<file path="src/rtl/clock_ratio_pkg.sv">
// Shared types for the clock ratio detector.
// FSM states, ratio codes and the period-to-ratio map.
package clock_ratio_pkg;

  typedef enum logic [1:0] {
    IDLE,
    ARM,
    TRACK,
    LOCK
  } state_t;

  localparam logic [2:0] RATIO_UNKNOWN = 3'd0;
  localparam logic [2:0] RATIO_DIV2    = 3'd1;
  localparam logic [2:0] RATIO_DIV4    = 3'd2;
  localparam logic [2:0] RATIO_DIV8    = 3'd3;
  localparam logic [2:0] RATIO_DIV16   = 3'd4;

  function automatic logic [2:0] ratio_of(
    input logic [31:0] p
  );
    logic [2:0] r;
    r = RATIO_UNKNOWN;
    unique case (1'b1)
      (p == 32'd2):  r = RATIO_DIV2;
      (p == 32'd4):  r = RATIO_DIV4;
      (p == 32'd8):  r = RATIO_DIV8;
      (p == 32'd16): r = RATIO_DIV16;
      default:       r = RATIO_UNKNOWN;
    endcase
    return r;
  endfunction

endpackage

</file>
<file path="src/rtl/clock_ratio_detector_sync.sv">
// 2-flop synchronizer plus edge flop, rising-edge pulse out.
// Ports: CLK, RESET (async high), i_sig, o_rise.
module sync_rise_detect (
  input  logic CLK,
  input  logic RESET,
  input  logic i_sig,
  output logic o_rise
);

  // [0]=sync1, [1]=sync2, [2]=delayed sync2
  logic [2:0] r_sh;

  always_ff @(posedge CLK or posedge RESET) begin
    if (RESET) begin
      r_sh <= '0;
    end else begin
      r_sh <= {r_sh[1:0], i_sig};
    end
  end

  assign o_rise = r_sh[1] & ~r_sh[2];

endmodule

</file>
<file path="src/rtl/clock_ratio_detector.sv">
// Measures SIG_IN period in CLK cycles, classifies ratio, flags lock/timeout.
// Ports: CLK, RESET, ENABLE, SIG_IN in; PERIOD, RATIO_CODE, VALID, LOCKED, TIMEOUT out.
module clock_ratio_detector
  import clock_ratio_pkg::*;
#(
  parameter  int MAX_PERIOD = 64,
  parameter  int LOCK_COUNT = 4,
  localparam int CW         = $clog2(MAX_PERIOD + 1)
) (
  input  logic          CLK,
  input  logic          RESET,
  input  logic          ENABLE,
  input  logic          SIG_IN,
  output logic [CW-1:0] PERIOD,
  output logic [2:0]    RATIO_CODE,
  output logic          VALID,
  output logic          LOCKED,
  output logic          TIMEOUT
);

  localparam int MW = $clog2(LOCK_COUNT + 1);
  localparam logic [CW-1:0] MAXC = CW'(MAX_PERIOD);
  localparam logic [MW-1:0] LC   = MW'(LOCK_COUNT);

  state_t        r_state;
  logic [CW-1:0] r_cnt;
  logic [MW-1:0] r_mc;
  logic [CW-1:0] r_period;
  logic [2:0]    r_ratio;
  logic          r_valid;
  logic          r_locked;
  logic          r_timeout;

  logic          w_rise;
  logic [CW-1:0] w_meas;
  logic          w_match;
  logic [MW-1:0] w_mc_inc;
  logic [MW-1:0] w_mc_next;
  logic          w_tmo;

  sync_rise_detect u_sync (
    .CLK    (CLK),
    .RESET  (RESET),
    .i_sig  (SIG_IN),
    .o_rise (w_rise)
  );

  // An edge landing on the saturated count still reports MAX_PERIOD.
  assign w_meas    = (r_cnt == MAXC) ? MAXC : r_cnt + 1'b1;
  assign w_match   = (w_meas == r_period);
  assign w_mc_inc  = (r_mc == LC) ? LC : r_mc + 1'b1;
  assign w_mc_next = w_match ? w_mc_inc : MW'(1);
  assign w_tmo     = (r_cnt == MAXC) && !w_rise;

  always_ff @(posedge CLK or posedge RESET) begin
    if (RESET) begin
      r_state   <= IDLE;
      r_cnt     <= '0;
      r_mc      <= '0;
      r_period  <= '0;
      r_ratio   <= RATIO_UNKNOWN;
      r_valid   <= 1'b0;
      r_locked  <= 1'b0;
      r_timeout <= 1'b0;
    end else begin
      r_valid <= 1'b0;
      if (!ENABLE) begin
        r_state   <= IDLE;
        r_cnt     <= '0;
        r_mc      <= '0;
        r_locked  <= 1'b0;
        r_timeout <= 1'b0;
      end else begin
        if (r_state == IDLE || w_rise) begin
          r_cnt <= '0;
        end else if (r_cnt != MAXC) begin
          r_cnt <= r_cnt + 1'b1;
        end
        unique case (r_state)
          IDLE: r_state <= ARM;
          ARM: begin
            if (w_rise) begin
              r_state <= TRACK;
            end else if (w_tmo) begin
              r_timeout <= 1'b1;
              r_locked  <= 1'b0;
              r_mc      <= '0;
            end
          end
          TRACK, LOCK: begin
            if (w_rise) begin
              r_valid   <= 1'b1;
              r_period  <= w_meas;
              r_ratio   <= ratio_of(32'(w_meas));
              r_timeout <= 1'b0;
              r_mc      <= w_mc_next;
              if (w_mc_next == LC) begin
                r_state  <= LOCK;
                r_locked <= 1'b1;
              end else begin
                r_state  <= TRACK;
                r_locked <= 1'b0;
              end
            end else if (w_tmo) begin
              r_state   <= ARM;
              r_timeout <= 1'b1;
              r_locked  <= 1'b0;
              r_mc      <= '0;
            end
          end
        endcase
      end
    end
  end

  assign PERIOD     = r_period;
  assign RATIO_CODE = r_ratio;
  assign VALID      = r_valid;
  assign LOCKED     = r_locked;
  assign TIMEOUT    = r_timeout;

endmodule

</file>
<file path="config.mk">
export PLATFORM = sky130hd
export DESIGN_NAME = clock_ratio_detector
export DESIGN_NICKNAME = d
export VERILOG_FILES = /design/src/rtl/clock_ratio_pkg.sv /design/src/rtl/clock_ratio_detector_sync.sv /design/src/rtl/clock_ratio_detector.sv
export SDC_FILE = /design/constraint.sdc
export NUM_CORES = 1
export LEC_CHECK = 0
export BUFFER_PORTS_ARGS = -buffer_cell sky130_fd_sc_hd__buf_2
export CAP_MARGIN = 30
export CORE_UTILIZATION = 56
export CTS_BUF_LIST = sky130_fd_sc_hd__clkbuf_2 sky130_fd_sc_hd__clkbuf_4 sky130_fd_sc_hd__clkbuf_8
export DETAILED_ROUTE_END_ITERATION = 8
export MAX_ROUTING_LAYER = met4
export PLACE_DENSITY = 0.74
export SKIP_CTS_REPAIR_TIMING = 1
export SKIP_LAST_GASP = 1
export SLEW_MARGIN = 20
export SYNTH_ARGS = -nofsm -noshare
export SYNTH_HDL_FRONTEND = slang
export SYNTH_HIERARCHICAL = 1
export SYNTH_SLANG_ARGS = --single-unit
</file>
<file path="constraint.sdc">
create_clock -name CLK -period 2.7 [get_ports CLK]
set_clock_uncertainty 0.15 [all_clocks]
set_input_delay 0 -clock CLK [delete_from_list [all_inputs] [get_ports CLK]]
set_output_delay 0 -clock CLK [all_outputs]
set_load 0.1 [all_outputs]
</file>
==> results of run 1 <==
[synth_stat cells]
cell type | number | share of area (%)
o211ai_1 | 2 | 0.97
nor2b_1 | 2 | 0.81
xor2_1 | 4 | 2.3
nor2b_4 | 1 | 0.89
xnor3_1 | 1 | 1.5
and4bb_1 | 1 | 0.81
a21oi_1 | 5 | 1.6
xor3_1 | 1 | 1.5
a2111oi_4 | 1 | 1.8
o21ai_0 | 12 | 3.9
buf_2 | 1 | 0.32
a211oi_1 | 1 | 0.49
inv_2 | 1 | 0.24
nand2_1 | 22 | 5.3
nor2_1 | 14 | 3.4
o31ai_1 | 1 | 0.49
a221oi_4 | 1 | 1.7
buf_4 | 1 | 0.49
nand2_2 | 1 | 0.41
o21ai_1 | 2 | 0.65
a22o_1 | 1 | 0.57
a31oi_1 | 3 | 1.2
a32o_1 | 3 | 1.9
dfrtp_1 | 28 | 45
nand3_1 | 6 | 1.9
o21a_1 | 1 | 0.49
nand3b_1 | 2 | 0.97
or3_1 | 1 | 0.41
and2_1 | 2 | 0.81
o41ai_1 | 1 | 0.57
xnor2_1 | 9 | 5.1
and3_1 | 2 | 0.81
nand4_1 | 1 | 0.41
a41oi_1 | 1 | 0.57
inv_1 | 10 | 2.4
ha_1 | 4 | 3.2
clkbuf_1 | 3 | 0.73
a21boi_0 | 2 | 0.97
a21oi_2 | 1 | 0.57
mux2_2 | 1 | 0.73
nor3_1 | 2 | 0.65
[cells by family after synthesis]
logic type                 Yosys count  share of synthesized area (%)
and+or+nand+nor                     57                           17.7
AOI/OAI and AO/OA                   38                           18.5
buffers and inverters               16                           4.21
adders and majority gates            4                           3.24
xor gates and xnor gates            15                           10.4
muxes                                1                          0.729
DFF                                 28                           45.3
[stage by stage]
stage | instances | total power, mW | worst slack, ns | area, µm² | hold slack (ns)
finish | 210 | 0.819 | 0.167 | 1740 | 0.0719
global route | 210 | 0.852 | 0.0189 | 1740 | 0.120
CTS | 205 | 0.818 | 0.216 | 1680 | -0.650
detailed placement | 201 | 0.611 | 0.251 | 1650 | -0.272
global placement | 201 | 0.605 | 0.356 | 1650 | -0.276
floorplan | 159 | 0.580 | 0.249 | 1550 | -0.396
[power by group through the flow]
stage | Clock, mW | Combinational [mW] | Sequential, mW
finish | 0.208 | 0.161 | 0.450
floorplan | 0 | 0.0770 | 0.503
CTS | 0.214 | 0.155 | 0.449
detailed placement | 0 | 0.154 | 0.457
global placement | 0 | 0.149 | 0.456
global route | 0.228 | 0.172 | 0.453
[final timing paths]
check | startpoint | endpoint | slack, ns | depth (start not counted)
max reg2reg | r_cnt[0] | r_mc[0] | 0.17 | 8
min in group CLK | SIG_IN | u_sync/r_sh[0] | 0.15 | 2
min reg2reg | u_sync/r_sh[0] | u_sync/r_sh[1] | 0.23 | 0
max in group asynchronous | RESET | u_sync/r_sh[1] | 1.81 | 4
max | r_cnt[0] | r_mc[0] | 0.17 | 8
min | RESET | PERIOD[1] | 0.07 | 3
[final cells by class]
class / instances / area [µm²] / area share [%]
clock buffer: 4 / 36.3 / 2.09
sequential: 28 / 701 / 40.3
timing repair buffer: 22 / 143 / 8.21
inverter: 11 / 41.3 / 2.38
multi-input combinational: 115 / 779 / 44.9
tap: 30 / 37.5 / 2.16
[state kept, by name, summed over array words and instances (netlist names)]
name,count
TIMEOUT,1
RATIO_CODE,3
r_cnt,7
r_mc,3
r_state,2
LOCKED,1
PERIOD,7
VALID,1
u_sync/r_sh,3
[critical path, cell delays in order, from the launching register on]
cell	delay [ns]
dfrtp_1	0.45
inv_1	0.16
ha_1	0.18
and4bb_1	0.26
and2_1	0.29
a21oi_2	0.11
a2111oi_4	0.51
nand3_1	0.13
a22o_1	0.20
[routing by layer]
metal,vias up,share of wire [%]
met5,-,0
met4,0,1.2
met3,4,3.9
met2,36,48
met1,568,47
li1,589,-
==> flow_metrics.py, run 1 <==
metrics = {
    "status": {
        "status": "completed",
    },
    "sta": {
        "rsz0062_at_grt": "false",
        "post-route-min-period_ns": 2.53,
        "fmax_mhz": 395,
        "worst_pin_slew_ns": 0.745,
        "fin_tns_setup_ns": 0,
        "hold_violations": 0,
        "drv_slew": 0,
        "fin_crit_sh_pct": 93.8,
        "setup_viol": 0,
        "slew_headroom_pct": 50.1,
    },
    "floorplan": {
        "io_pins": 17,
        "dieArea_mm2": 0.00297,
        "rows": 18,
        "initial_utilization_pct": 60.7,
        "dieWidth_um": 54.5,
        "core_area_mm2": 0.00254,
        "die_h_um": 54.5,
    },
    "global_route": {
        "grt_pass1_wl_um": 4890,
        "grt_max_degree": 26,
        "antenna_found_initial": 0,
        "busiest_layer": "met2",
        "grt_use_met3_pct": 3.33,
        "grt_usage_pct": 24.3,
        "grt_use_met1_pct": 32.8,
        "grt_pass1_vias": 1069,
        "met2_usage_pct": 38.0,
        "overflow": 0,
    },
    "clocking": {
        "htreeDepth": 1,
        "clk_pin_slew_ns": 0.15,
        "clockBufferDepth": 2,
        "cts_root_buffer": "clkbuf_4",
        "cts_sinks": 28,
        "clk_latency_ns": 0.33,
        "cts_tree": "done",
        "cts_made_buffers": 3,
    },
    "worst_setup_path": {
        "start_kind": "flip-flop",
        "critical_path.endpoint_type": "flip-flop",
        "cp.arrival_ns": 2.63,
        "criticalPathCategory": "flip-flop to flip-flop",
        "critPathMaxFanout": 6,
        "cp.required_ns": 2.79,
    },
    "power_and_ir_drop": {
        "internal_power_mw": 0.564,
        "p_sw_share_pct": 31.1,
        "p_seq_share_pct": 54.9,
        "power_leakage_nw": 0.795,
        "power_frac_clock_pct": 25.4,
        "p_per_area_mw_per_mm2": 471,
        "comb_power_share_pct": 19.7,
        "p_sw_mw": 0.255,
        "ir_drop_uv": 367,
    },
    "yosys": {
        "yosys_warnings": 6,
        "syn_nets": 167,
        "synth.avg_cell_area_um2": 9.72,
        "synth-seq-area-share_pct": 45.3,
        "yosys_register_bits": 28,
        "syn_area_mm2": 0.00155,
        "ys_types": 41,
        "netlist_instances": 159,
    },
    "layout": {
        "mostFrequentLayoutCells": "dfrtp_1, nand2_1, buf_2",
        "final_util_pct": 68.3,
        "fillers": 210,
        "syn_to_final_growth_pct": 12.5,
        "fin_nets": 189,
        "final_common_cell": "dfrtp_1",
        "layout-drive-gt1-share_pct": 16.1,
        "diodes": 0,
    },
    "flow_run": {
        "maxCapViolCount": 0,
    },
    "route": {
        "viasPerCell": 5.70,
        "drc": 0,
        "avgRoutedWirePerCell_um": 14.5,
        "dr.pass1.iters": 4,
        "drt_iter0_drc": 26,
        "vias": 1197,
        "drt-total-wl_um": 3050,
        "drtAntennaViolNets": 0,
    },
    "placement": {
        "gp_congestion": 0.873,
        "io_buffers": 16,
        "hpwl_um": 2230,
    },
    "hold_path": {
        "hold_class": "primary input to asynchronous set/reset pin",
    },
}
No activity file was read; power rests on OpenSTA's default activity.
==> run 2: changes to the inputs <==
--- a/config.mk
+++ b/config.mk
@@ -11,11 +11,10 @@
 export CTS_BUF_LIST = sky130_fd_sc_hd__clkbuf_2 sky130_fd_sc_hd__clkbuf_4 sky130_fd_sc_hd__clkbuf_8
 export DETAILED_ROUTE_END_ITERATION = 8
 export MAX_ROUTING_LAYER = met4
-export PLACE_DENSITY = 0.74
+export PLACE_DENSITY = 0.73
 export SKIP_CTS_REPAIR_TIMING = 1
 export SKIP_LAST_GASP = 1
 export SLEW_MARGIN = 20
 export SYNTH_ARGS = -nofsm -noshare
 export SYNTH_HDL_FRONTEND = slang
-export SYNTH_HIERARCHICAL = 1
 export SYNTH_SLANG_ARGS = --single-unit
==> flow_metrics.py, run 2 <==
metrics = {
    "status": {
        "status": "completed",
    },
    "clocking": {
        "clk_latency_ns": 0.32,
        "cts_root_buffer": "clkbuf_4",
        "cts_sinks": 28,
        "clockBufferDepth": 2,
        "htreeDepth": 1,
        "cts_tree": "done",
        "cts_made_buffers": 3,
        "clk_pin_slew_ns": 0.14,
    },
    "yosys": {
        "ys.flop_type": "dfrtp_1",
        "yosys_register_bits": 28,
        "synth_edf_count": 0,
        "synthTopCellsByCount": "dfrtp_1, nand2_1, nor2_1",
        "async_flop_share_pct": 100,
        "netlist_instances": 170,
        "synth.avg_cell_area_um2": 9.49,
        "syn_nets": 178,
        "syn_area_mm2": 0.00161,
        "synth_area_leaders": "dfrtp_1, nand2_1, xnor2_1, a32o_1, o21ai_0",
        "yosys_warnings": 0,
        "synth-seq-area-share_pct": 43.4,
        "yosys.area.top_type": "dfrtp_1",
        "yosysTopAreaCellShare_pct": 43.4,
        "synth.most_common_cell": "dfrtp_1",
        "ys_types": 43,
    },
    "floorplan": {
        "dieWidth_um": 55.7,
        "dieArea_mm2": 0.00310,
        "die_h_um": 55.7,
        "core_area_mm2": 0.00273,
        "initial_utilization_pct": 59.0,
        "rows": 19,
        "io_pins": 17,
    },
    "route": {
        "drt-total-wl_um": 3430,
        "drc": 0,
        "viasPerCell": 6.01,
        "drt_iter0_drc": 54,
        "drtAntennaViolNets": 0,
        "vias": 1304,
        "avgRoutedWirePerCell_um": 15.8,
        "dr.pass1.iters": 4,
    },
    "layout": {
        "diodes": 0,
        "final_common_cell": "dfrtp_1",
        "instances_no_fill": 217,
        "mostFrequentLayoutCells": "dfrtp_1, nand2_1, buf_2",
        "syn_to_final_growth_pct": 10.3,
        "multi_input_area_um2": 825,
        "final_util_pct": 65.1,
        "regArea_um2": 701,
        "layout-drive-gt1-share_pct": 18.3,
        "fillers": 251,
        "stdcell_area_mm2": 0.00178,
        "fin_nets": 196,
    },
    "sta": {
        "post-route-min-period_ns": 2.58,
        "fin_crit_sh_pct": 95.6,
        "worst_pin_slew_ns": 0.528,
        "hold_violations": 0,
        "slew_headroom_pct": 64.8,
        "fin_tns_setup_ns": 0,
        "holdWs_ns": 0.0867,
        "setup_viol": 0,
        "layout_setup_ws_ns": 0.118,
        "fmax_mhz": 387,
        "drv_slew": 0,
    },
    "flow_run": {
        "maxCapViolCount": 0,
    },
    "placement": {
        "place_area_mm2": 0.00172,
        "dp.cells": 211,
        "gp_congestion": 0.851,
        "io_buffers": 16,
        "hpwl_um": 2530,
        "dp_slack_ns": 0.119,
    },
    "global_route": {
        "grt_usage_pct": 24.9,
        "overflow": 0,
        "grt_pass1_wl_um": 5870,
        "grt_pass1_vias": 1269,
        "grt_max_degree": 19,
        "antenna_found_initial": 0,
    },
    "worst_setup_path": {
        "path_cells": "ha_1 -> and3_2 -> nand3_1 -> xnor2_1 -> a221oi_2 -> and3b_4 -> a41oi_1",
        "cp_slowest_cell": "dfrtp_1",
        "start_kind": "flip-flop",
        "critical_path.endpoint_type": "flip-flop",
        "criticalPathCategory": "flip-flop to flip-flop",
        "cp.required_ns": 2.73,
        "regToRegSetupSlack_ns": 0.12,
        "cp.arrival_ns": 2.61,
        "critPathMaxFanout": 9,
        "cpPeakStageDelay_ns": 0.50,
    },
    "hold_path": {
        "hold_class": "primary input to asynchronous set/reset pin",
    },
    "power_and_ir_drop": {
        "ir_drop_uv": 402,
        "p_total_mw": 0.854,
        "p_per_area_mw_per_mm2": 480,
        "power_leakage_nw": 0.834,
    },
}
==> run 2: cell count changes in the layout (fill, tap and decap cells not counted), moves of 3 or more <==
| cell | before | now |
|---|---|---|
| nand2b_1 | 0 | 4 |
| a21oi_1 | 5 | 8 |
| a32o_1 | 3 | 6 |
| xor2_1 | 4 | 1 |
==> run 2: worst paths after layout <==
path                                     start             end  cells past startpoint
worst min-delay path                     RESET   RATIO_CODE[1]                      3
worst max register to register        r_cnt[0]         r_mc[0]                      7
min in group CLK                        SIG_IN  u_sync.r_sh[0]                      2
worst min register to register  u_sync.r_sh[0]  u_sync.r_sh[1]                      0
worst max-delay path                  r_cnt[0]         r_mc[0]                      7
max in group asynchronous                RESET       PERIOD[5]                      4
==> run 2: critical path: cells and delay by family (launching register included) <==
| family | cells | cell delay, ns |
|---|---|---|
| and+or+nand+nor | 3 | 0.67 |
| AOI/OAI and AO/OA | 2 | 0.57 |
| DFF | 1 | 0.50 |
| adders and majority gates | 1 | 0.32 |
| xor gates and xnor gates | 1 | 0.22 |
==> run 2: cell families after synthesis <==
kind of cell	synth area share, %
AOI/OAI and AO/OA	18.1
xor gates and xnor gates	5.35
adders and majority gates	3.10
buffers and inverters	5.89
DFF	43.4
muxes	0.620
and+or+nand+nor	23.6
==> run 2: metal layers <==
layer  part of all wire (%)  global-route usage [%]
met3                    4.0                    3.49
met1                     45                    33.5
met5                      0                       -
met2                     49                    38.6
met4                    2.2                    9.29
==> run 2: area by class of cell <==
cell class | instances | area share [%]
flip-flops and latches | 28 | 39.4
multi-input cells | 122 | 46.3
clock buffers | 3 | 1.26
inverters | 11 | 2.32
well taps | 31 | 2.18
repair buffers | 22 | 8.57
==> run 2: report_power, final <==
part	total (mW)	internal [mW]	switching [mW]
logic	0.230	0.0727	0.157
clock network	0.167	0.0523	0.114
registers	0.458	0.437	0.0213
